[config.mk]
export PLATFORM = sky130hd
export DESIGN_NAME = keypad_scanner_flat
export DESIGN_NICKNAME = d
export VERILOG_FILES = /design/src/rtl/keypad_scanner_if.sv /design/src/rtl/keypad_scanner.sv /design/src/flat_wrapper.sv
export SDC_FILE = /design/constraint.sdc
export NUM_CORES = 1
export LEC_CHECK = 0
export CORE_MARGIN = 2
export CORE_UTILIZATION = 59
export CTS_CLUSTER_SIZE = 16
export DETAILED_ROUTE_END_ITERATION = 12
export PLACE_DENSITY = 0.77
export SYNTH_ARGS = -nofsm -noshare
export SYNTH_HDL_FRONTEND = slang
export SYNTH_SLANG_ARGS = --single-unit
[constraint.sdc]
create_clock -name clk -period 34.1 [get_ports clk]
set_clock_uncertainty 0.05 [all_clocks]
set_input_delay 6.82 -clock clk [delete_from_list [all_inputs] [get_ports clk]]
set_output_delay 6.82 -clock clk [all_outputs]
set_load 0.02 [all_outputs]
[src/rtl/keypad_scanner_if.sv]
// Keypad matrix pins and key-event handshake between the scanner and its consumer.
`timescale 1ns/1ps
interface keypad_scanner_if;
    logic [3:0] o_col;
    logic [3:0] i_row;
    logic [3:0] o_key_code;
    logic       o_key_valid;
    logic       i_key_ready;
    logic       o_key_pressed;
    logic       o_overflow;
    logic       i_clr_overflow;

    modport master (
        output o_col, o_key_code, o_key_valid, o_key_pressed, o_overflow,
        input  i_row, i_key_ready, i_clr_overflow
    );

    modport slave (
        input  o_col, o_key_code, o_key_valid, o_key_pressed, o_overflow,
        output i_row, i_key_ready, i_clr_overflow
    );
endinterface

[src/rtl/keypad_scanner.sv]
// 4x4 matrix keypad scanner: column strobe, row synchroniser, scan-level
// debounce with ghosting guard, and a small FIFO of key-press codes.
`timescale 1ns/1ps
module keypad_scanner #(
    parameter int SCAN_DIV       = 50000,
    parameter int DEBOUNCE_SCANS = 4,
    parameter int FIFO_DEPTH     = 4
) (
    input  logic             clk,
    input  logic             rst,
    keypad_scanner_if.master kp
);
    localparam int CNT_W = $clog2(SCAN_DIV);
    localparam int STB_W = $clog2(DEBOUNCE_SCANS + 1);
    localparam int PTR_W = $clog2(FIFO_DEPTH);

    typedef enum logic [1:0] {COL0, COL1, COL2, COL3} col_t;
    typedef enum logic [1:0] {K_NONE, K_KEY, K_MULTI} kind_t;
    typedef struct packed {
        kind_t      kind;
        logic [3:0] idx;
    } cand_t;

    localparam cand_t CAND_NONE = '{kind: K_NONE, idx: 4'h0};

    // Hex label of the key at matrix index 4*col+row.
    function automatic logic [3:0] key_label(input logic [3:0] idx);
        case (idx)
            4'd0:    key_label = 4'h1;
            4'd1:    key_label = 4'h4;
            4'd2:    key_label = 4'h7;
            4'd3:    key_label = 4'h0;
            4'd4:    key_label = 4'h2;
            4'd5:    key_label = 4'h5;
            4'd6:    key_label = 4'h8;
            4'd7:    key_label = 4'hF;
            4'd8:    key_label = 4'h3;
            4'd9:    key_label = 4'h6;
            4'd10:   key_label = 4'h9;
            4'd11:   key_label = 4'hE;
            4'd12:   key_label = 4'hA;
            4'd13:   key_label = 4'hB;
            4'd14:   key_label = 4'hC;
            default: key_label = 4'hD;
        endcase
    endfunction

    // Stable-scan counter increment that saturates at the debounce target.
    function automatic logic [STB_W-1:0] sat_inc(input logic [STB_W-1:0] v);
        if (v == STB_W'(DEBOUNCE_SCANS))
            sat_inc = v;
        else
            sat_inc = v + STB_W'(1);
    endfunction

    col_t             state;
    logic [CNT_W-1:0] dwell;
    logic [3:0]       row_p0, row_p1;
    logic [15:0]      raw, raw_next;
    logic             sample, scan_done;

    cand_t            cand, prev_cand, deb;
    logic [STB_W-1:0] stable, stable_nx;
    logic [4:0]       ones;
    logic [3:0]       one_idx;
    logic             accept, press;

    logic [3:0]       mem [FIFO_DEPTH];
    logic [PTR_W:0]   wr_ptr, rd_ptr;
    logic             empty, full, pop, push_ok, drop;

    assign sample    = (dwell == CNT_W'(SCAN_DIV - 1));
    assign scan_done = sample && (state == COL3);

    // Two-flop synchroniser on the asynchronous rows; inverted so 1 = pressed.
    always_ff @(posedge clk or posedge rst) begin
        if (rst) begin
            row_p0 <= 4'h0;
            row_p1 <= 4'h0;
        end else begin
            row_p0 <= ~kp.i_row;
            row_p1 <= row_p0;
        end
    end

    // Column strobe FSM: dwell SCAN_DIV cycles per column, then advance.
    always_ff @(posedge clk or posedge rst) begin
        if (rst) begin
            state    <= COL0;
            dwell    <= '0;
            kp.o_col <= 4'b1110;
        end else if (sample) begin
            dwell <= '0;
            case (state)
                COL0:    begin state <= COL1; kp.o_col <= 4'b1101; end
                COL1:    begin state <= COL2; kp.o_col <= 4'b1011; end
                COL2:    begin state <= COL3; kp.o_col <= 4'b0111; end
                default: begin state <= COL0; kp.o_col <= 4'b1110; end
            endcase
        end else begin
            dwell <= dwell + CNT_W'(1);
        end
    end

    // Raw map including the column being sampled this cycle.
    always_comb begin
        raw_next = raw;
        if (sample)
            raw_next[{state, 2'b00} +: 4] = row_p1;
    end

    // Raw map register, written one column slice per dwell period.
    always_ff @(posedge clk or posedge rst) begin
        if (rst)
            raw <= 16'h0;
        else
            raw <= raw_next;
    end

    // Classify the completed scan as no key, one key, or several keys.
    always_comb begin
        ones    = 5'd0;
        one_idx = 4'h0;
        for (int i = 0; i < 16; i++) begin
            if (raw_next[i]) begin
                ones    = ones + 5'd1;
                one_idx = 4'(i);
            end
        end
        cand = CAND_NONE;
        if (ones == 5'd1)
            cand = '{kind: K_KEY, idx: one_idx};
        else if (ones != 5'd0)
            cand = '{kind: K_MULTI, idx: 4'h0};
    end

    // Debounce decision: accept after enough identical scans; only a new key is a press.
    always_comb begin
        stable_nx = (cand == prev_cand) ? sat_inc(stable) : STB_W'(1);
        accept    = scan_done && (stable_nx == STB_W'(DEBOUNCE_SCANS)) && (cand != deb);
        press     = accept && (cand.kind == K_KEY);
    end

    // Debounce state, updated once per full scan.
    always_ff @(posedge clk or posedge rst) begin
        if (rst) begin
            prev_cand <= CAND_NONE;
            deb       <= CAND_NONE;
            stable    <= '0;
        end else if (scan_done) begin
            prev_cand <= cand;
            stable    <= stable_nx;
            if (accept)
                deb <= cand;
        end
    end

    assign kp.o_key_pressed = (deb.kind == K_KEY);

    assign empty   = (wr_ptr == rd_ptr);
    assign full    = (wr_ptr[PTR_W] != rd_ptr[PTR_W]) &&
                     (wr_ptr[PTR_W-1:0] == rd_ptr[PTR_W-1:0]);
    assign pop     = kp.o_key_valid && kp.i_key_ready;
    assign push_ok = press && (!full || pop);
    assign drop    = press && full && !pop;

    assign kp.o_key_valid = !empty;
    assign kp.o_key_code  = empty ? 4'h0 : mem[rd_ptr[PTR_W-1:0]];

    // FIFO storage; contents are qualified by the pointers, so no reset.
    always_ff @(posedge clk) begin
        if (push_ok)
            mem[wr_ptr[PTR_W-1:0]] <= key_label(cand.idx);
    end

    // FIFO pointers and sticky overflow flag (a set beats a clear).
    always_ff @(posedge clk or posedge rst) begin
        if (rst) begin
            wr_ptr        <= '0;
            rd_ptr        <= '0;
            kp.o_overflow <= 1'b0;
        end else begin
            if (push_ok)
                wr_ptr <= wr_ptr + (PTR_W+1)'(1);
            if (pop)
                rd_ptr <= rd_ptr + (PTR_W+1)'(1);
            if (drop)
                kp.o_overflow <= 1'b1;
            else if (kp.i_clr_overflow)
                kp.o_overflow <= 1'b0;
        end
    end
endmodule
[src/flat_wrapper.sv]
// flat-port wrapper written by rule: the top's interface ports become plain ports
module keypad_scanner_flat 
#(
    parameter int SCAN_DIV       = 50000,
    parameter int DEBOUNCE_SCANS = 4,
    parameter int FIFO_DEPTH     = 4
)
  (clk, rst, kp_o_col, kp_o_key_code, kp_o_key_valid, kp_o_key_pressed, kp_o_overflow, kp_i_row, kp_i_key_ready, kp_i_clr_overflow);
  keypad_scanner_if kp_i ();
  input  logic clk;
  input  logic rst;
  output wire logic [$bits(kp_i.o_col)-1:0] kp_o_col;
  output wire logic [$bits(kp_i.o_key_code)-1:0] kp_o_key_code;
  output wire logic [$bits(kp_i.o_key_valid)-1:0] kp_o_key_valid;
  output wire logic [$bits(kp_i.o_key_pressed)-1:0] kp_o_key_pressed;
  output wire logic [$bits(kp_i.o_overflow)-1:0] kp_o_overflow;
  input wire logic [$bits(kp_i.i_row)-1:0] kp_i_row;
  input wire logic [$bits(kp_i.i_key_ready)-1:0] kp_i_key_ready;
  input wire logic [$bits(kp_i.i_clr_overflow)-1:0] kp_i_clr_overflow;
  assign kp_o_col = kp_i.o_col;
  assign kp_o_key_code = kp_i.o_key_code;
  assign kp_o_key_valid = kp_i.o_key_valid;
  assign kp_o_key_pressed = kp_i.o_key_pressed;
  assign kp_o_overflow = kp_i.o_overflow;
  assign kp_i.i_row = kp_i_row;
  assign kp_i.i_key_ready = kp_i_key_ready;
  assign kp_i.i_clr_overflow = kp_i_clr_overflow;
  keypad_scanner #(.SCAN_DIV(SCAN_DIV), .DEBOUNCE_SCANS(DEBOUNCE_SCANS), .FIFO_DEPTH(FIFO_DEPTH)) u_core (.clk(clk), .rst(rst), .kp(kp_i));
endmodule
==> flow_summary.json <==
{
  "run_status": "finished, final reports clean",
  "design.final.nets": 696,
  "report.final.slew_viol_count": 0,
  "initial_utilization_pct": 60.4,
  "ys_async_sr_fraction_pct": 81.0,
  "worstPathRequired_ps": 34130,
  "hold_class": "reg2reg",
  "sequential_cell_area_um2": 2190,
  "layout.cells.most_common": "nand2_1",
  "grt_start_max_net_pins": 69,
  "post-route-drc-count": 0,
  "cts_resized": 0,
  "cts_hold_repair.buffers": 0,
  "yosysUniqueCellTypes": 88,
  "worst_ir_drop_on_vdd_v": 0.0000310,
  "reg2reg_setup_slack_ps": 21420,
  "die_h_um": 106,
  "hold_path_end": "u_core.row_p1[0]",
  "timing.critical_path.slowest_stage_cell": "or4b_1",
  "first_pass_grt_wire_length_mm": 22.4,
  "synth_area_um2": 6180,
  "post-cts-setup-buffers": 0,
  "ctsLongestPathBuffers": 2,
  "filler_cell_count": 816,
  "clock_sink_count": 84,
  "yosysSeqAreaShare_pct": 35.4,
  "report.power.total_mw": 0.199,
  "grt_pass1_vias": 4794,
  "worst_ep_arrival_time_ps": 12700,
  "rows": 37,
  "synthCells": 644,
  "vias_per_cell": 6.00,
  "worstReg2RegStart": "u_core.dwell[11]",
  "worstRegToRegCells": 52,
  "timing.final.crit_period_ps": 12680,
  "destination_of_the_worst_register_to_register_timing_path": "u_core.mem[3][2]",
  "layout_common_cells": "77 x nand2_1, 65 x dfrtp_1, 42 x nor2_1",
  "cpPeakStageDelay_ps": 690,
  "report.final.setup_viol": 0,
  "floorplan.die.width_um": 106,
  "syn_nets": 681,
  "avgRoutedWirePerCell_um": 16.4,
  "multi_input_comb_area_um2": 3760,
  "detail_route.iter0.violations": 320,
  "max_slew_margin_pct": 35.3,
  "grt_usage_pct": 24.7,
  "num_antenna_cells": 0,
  "setup_tns_ps": 0,
  "number_of_antenna_violations_at_the_first_check_in_global_routing": 0,
  "clock_tree.htree_level_count": 3,
  "grt_overflow_total": 0,
  "vias": 4801,
  "register_bit_count_reported_by_yosys": 84,
  "placement.io_buffers": 18,
  "gp_congestion": 1.01,
  "dr.pass1.iters": 5,
  "layout.cell_area.non_filler_um2": 6680,
  "routed_wirelength_mm": 13.1,
  "drt.antenna.violating_nets": 0,
  "grt_setup_unrepaired": "false",
  "numCtsBuffers": 9,
  "min_path_cells": 0,
  "layout-drive-gt1-share_pct": 10.2,
  "max_cap_violations": 0,
  "worst_setup_path_start_kind": "flop",
  "min-delay-start": "u_core.row_p0[0]",
  "crit_path_max_fanout": 11,
  "synth-main-ff-cell": "dfrtp_1",
  "fin_crit_sh_pct": 37.2,
  "leakagePower_nw": 2.91,
  "timing.critical_path.mode_cell": "ha_1",
  "critical_path_class": "reg2reg",
  "clk_latency_ps": 380,
  "path_clk_slew_ps": 90,
  "core-area_um2": 10200,
  "placed_area_um2": 6480,
  "place_hpwl_mm": 9.88,
  "synth_enable_flop_cells": 16,
  "avgSynthCellArea_um2": 9.59,
  "power-per-cell-area_nw_per_um2": 29.8,
  "hold_viol": 0,
  "fmax_mhz": 78.9,
  "floorplan.io_pins": 19,
  "tritoncts": "yes",
  "worstMarginPinSlew_ps": 961,
  "ctsRootBufferMaster": "clkbuf_8",
  "endpoint_kind": "flop",
  "ys.warnings.count": 0,
  "dieArea_um2": 11300,
  "area_delta_synth_final_pct": 8.08
}
critical path: cells and delay by family, from the launching register on:
family	cells	cell delay (ps)
adders and majority gates	14	4340
xor gates and xnor gates	1	200
muxes	4	1000
buffers and inverters	3	370
AOI/OAI and AO/OA	9	1570
and+or+nand+nor	21	4420
DFF	1	430
cell usage after synthesis (4+ instances only):
master / number / area, µm²
a31oi_1: 4 / 25.0
mux2i_1: 26 / 260
clkbuf_1: 11 / 41.3
nand2b_1: 7 / 43.8
nand3_1: 27 / 135
ha_1: 29 / 363
a211oi_1: 8 / 60.1
nand4_1: 9 / 56.3
dfrtp_1: 65 / 1630
a21o_1: 7 / 52.6
xnor2_2: 6 / 97.6
o21ai_0: 22 / 110
nor2b_1: 12 / 75.1
edfxtp_1: 16 / 480
nor4_1: 6 / 37.5
and3b_1: 5 / 43.8
inv_1: 35 / 131
and3_1: 11 / 68.8
mux2_2: 4 / 45.0
nand4b_1: 4 / 35.0
nor2_1: 42 / 158
xnor2_1: 40 / 350
nor3_1: 10 / 50.1
mux2_4: 6 / 90.1
o21a_1: 7 / 52.6
a21oi_1: 20 / 100
mux4_2: 4 / 90.1
nand2_1: 77 / 289
and2_1: 13 / 81.3
o31ai_1: 5 / 37.5
xor2_1: 23 / 201
final cells by class:
cell class	count	share of cell area [%]
clock inverter	7	1.12
multi-input combinational	503	56.4
inverter	39	2.19
clock buffer	9	1.86
timing repair buffer	22	3.15
sequential	84	32.7
tap	136	2.55
through the flow:
step | std cells | util [%] | hold WS (ps) | setup WS [ps]
floorplan | 644 | - | 281 | 22560
global placement | 784 | 63.3 | 282 | 22070
detailed placement | 784 | 63.3 | 288 | 21530
CTS | 800 | 65.3 | 308 | 21470
global route | 800 | 65.3 | 318 | 20540
finish | 800 | 65.3 | 305 | 21420
worst max path at each step:
stage / from / endpoint / slack [ps] / cells after the start
finish: u_core.dwell[11] / u_core.mem[3][2] / 21420 / 52
global route: u_core.dwell[11] / u_core.mem[3][2] / 20540 / 55
floorplan: u_core.dwell[11] / u_core.mem[0][0] / 22560 / 54
CTS: u_core.dwell[11] / u_core.mem[0][1] / 21470 / 52
detailed placement: u_core.dwell[11] / u_core.mem[0][2] / 21530 / 52
global placement: u_core.dwell[11] / u_core.mem[1][0] / 22070 / 52
logic make-up (layout without fill, tap and decap cells):
group / Yosys count / count (layout) / synth area share, %
DFF: 84 / 84 / 35.4
adders and majority gates: 30 / 30 / 6.04
AOI/OAI and AO/OA: 104 / 104 / 11.3
xor gates and xnor gates: 74 / 74 / 12.5
muxes: 43 / 43 / 8.63
and+or+nand+nor: 252 / 252 / 22.4
buffers and inverters: 57 / 77 / 3.77
layer usage:
layer	vias up	share of wire (%)	track usage [%]
li1	2319	-	-
met3	19	2.9	2.08
met2	109	49	41.0
met1	2354	46	32.8
met4	0	1.9	11.2
met5	-	0	0
flip-flops by register name, indices dropped and copies added (netlist names):
| name | count |
|---|---|
| u_core.deb | 6 |
| u_core.mem | 16 |
| u_core.wr_ptr | 3 |
| u_core.state | 2 |
| u_core.kp.o_col | 4 |
| u_core.row_p1 | 4 |
| u_core.stable | 3 |
| u_core.rd_ptr | 3 |
| u_core.dwell | 16 |
| u_core.raw | 16 |
| u_core.kp.o_overflow | 1 |
| u_core.prev_cand | 6 |
| u_core.row_p0 | 4 |
power breakdown:
part / switching [mW] / total (mW) / internal (mW)
Combinational: 0.00777 / 0.0166 / 0.00887
Sequential: 0.00510 / 0.109 / 0.104
Clock: 0.0386 / 0.0727 / 0.0341
Total: 0.0515 / 0.199 / 0.147
Power figures use the tool's default switching activity.
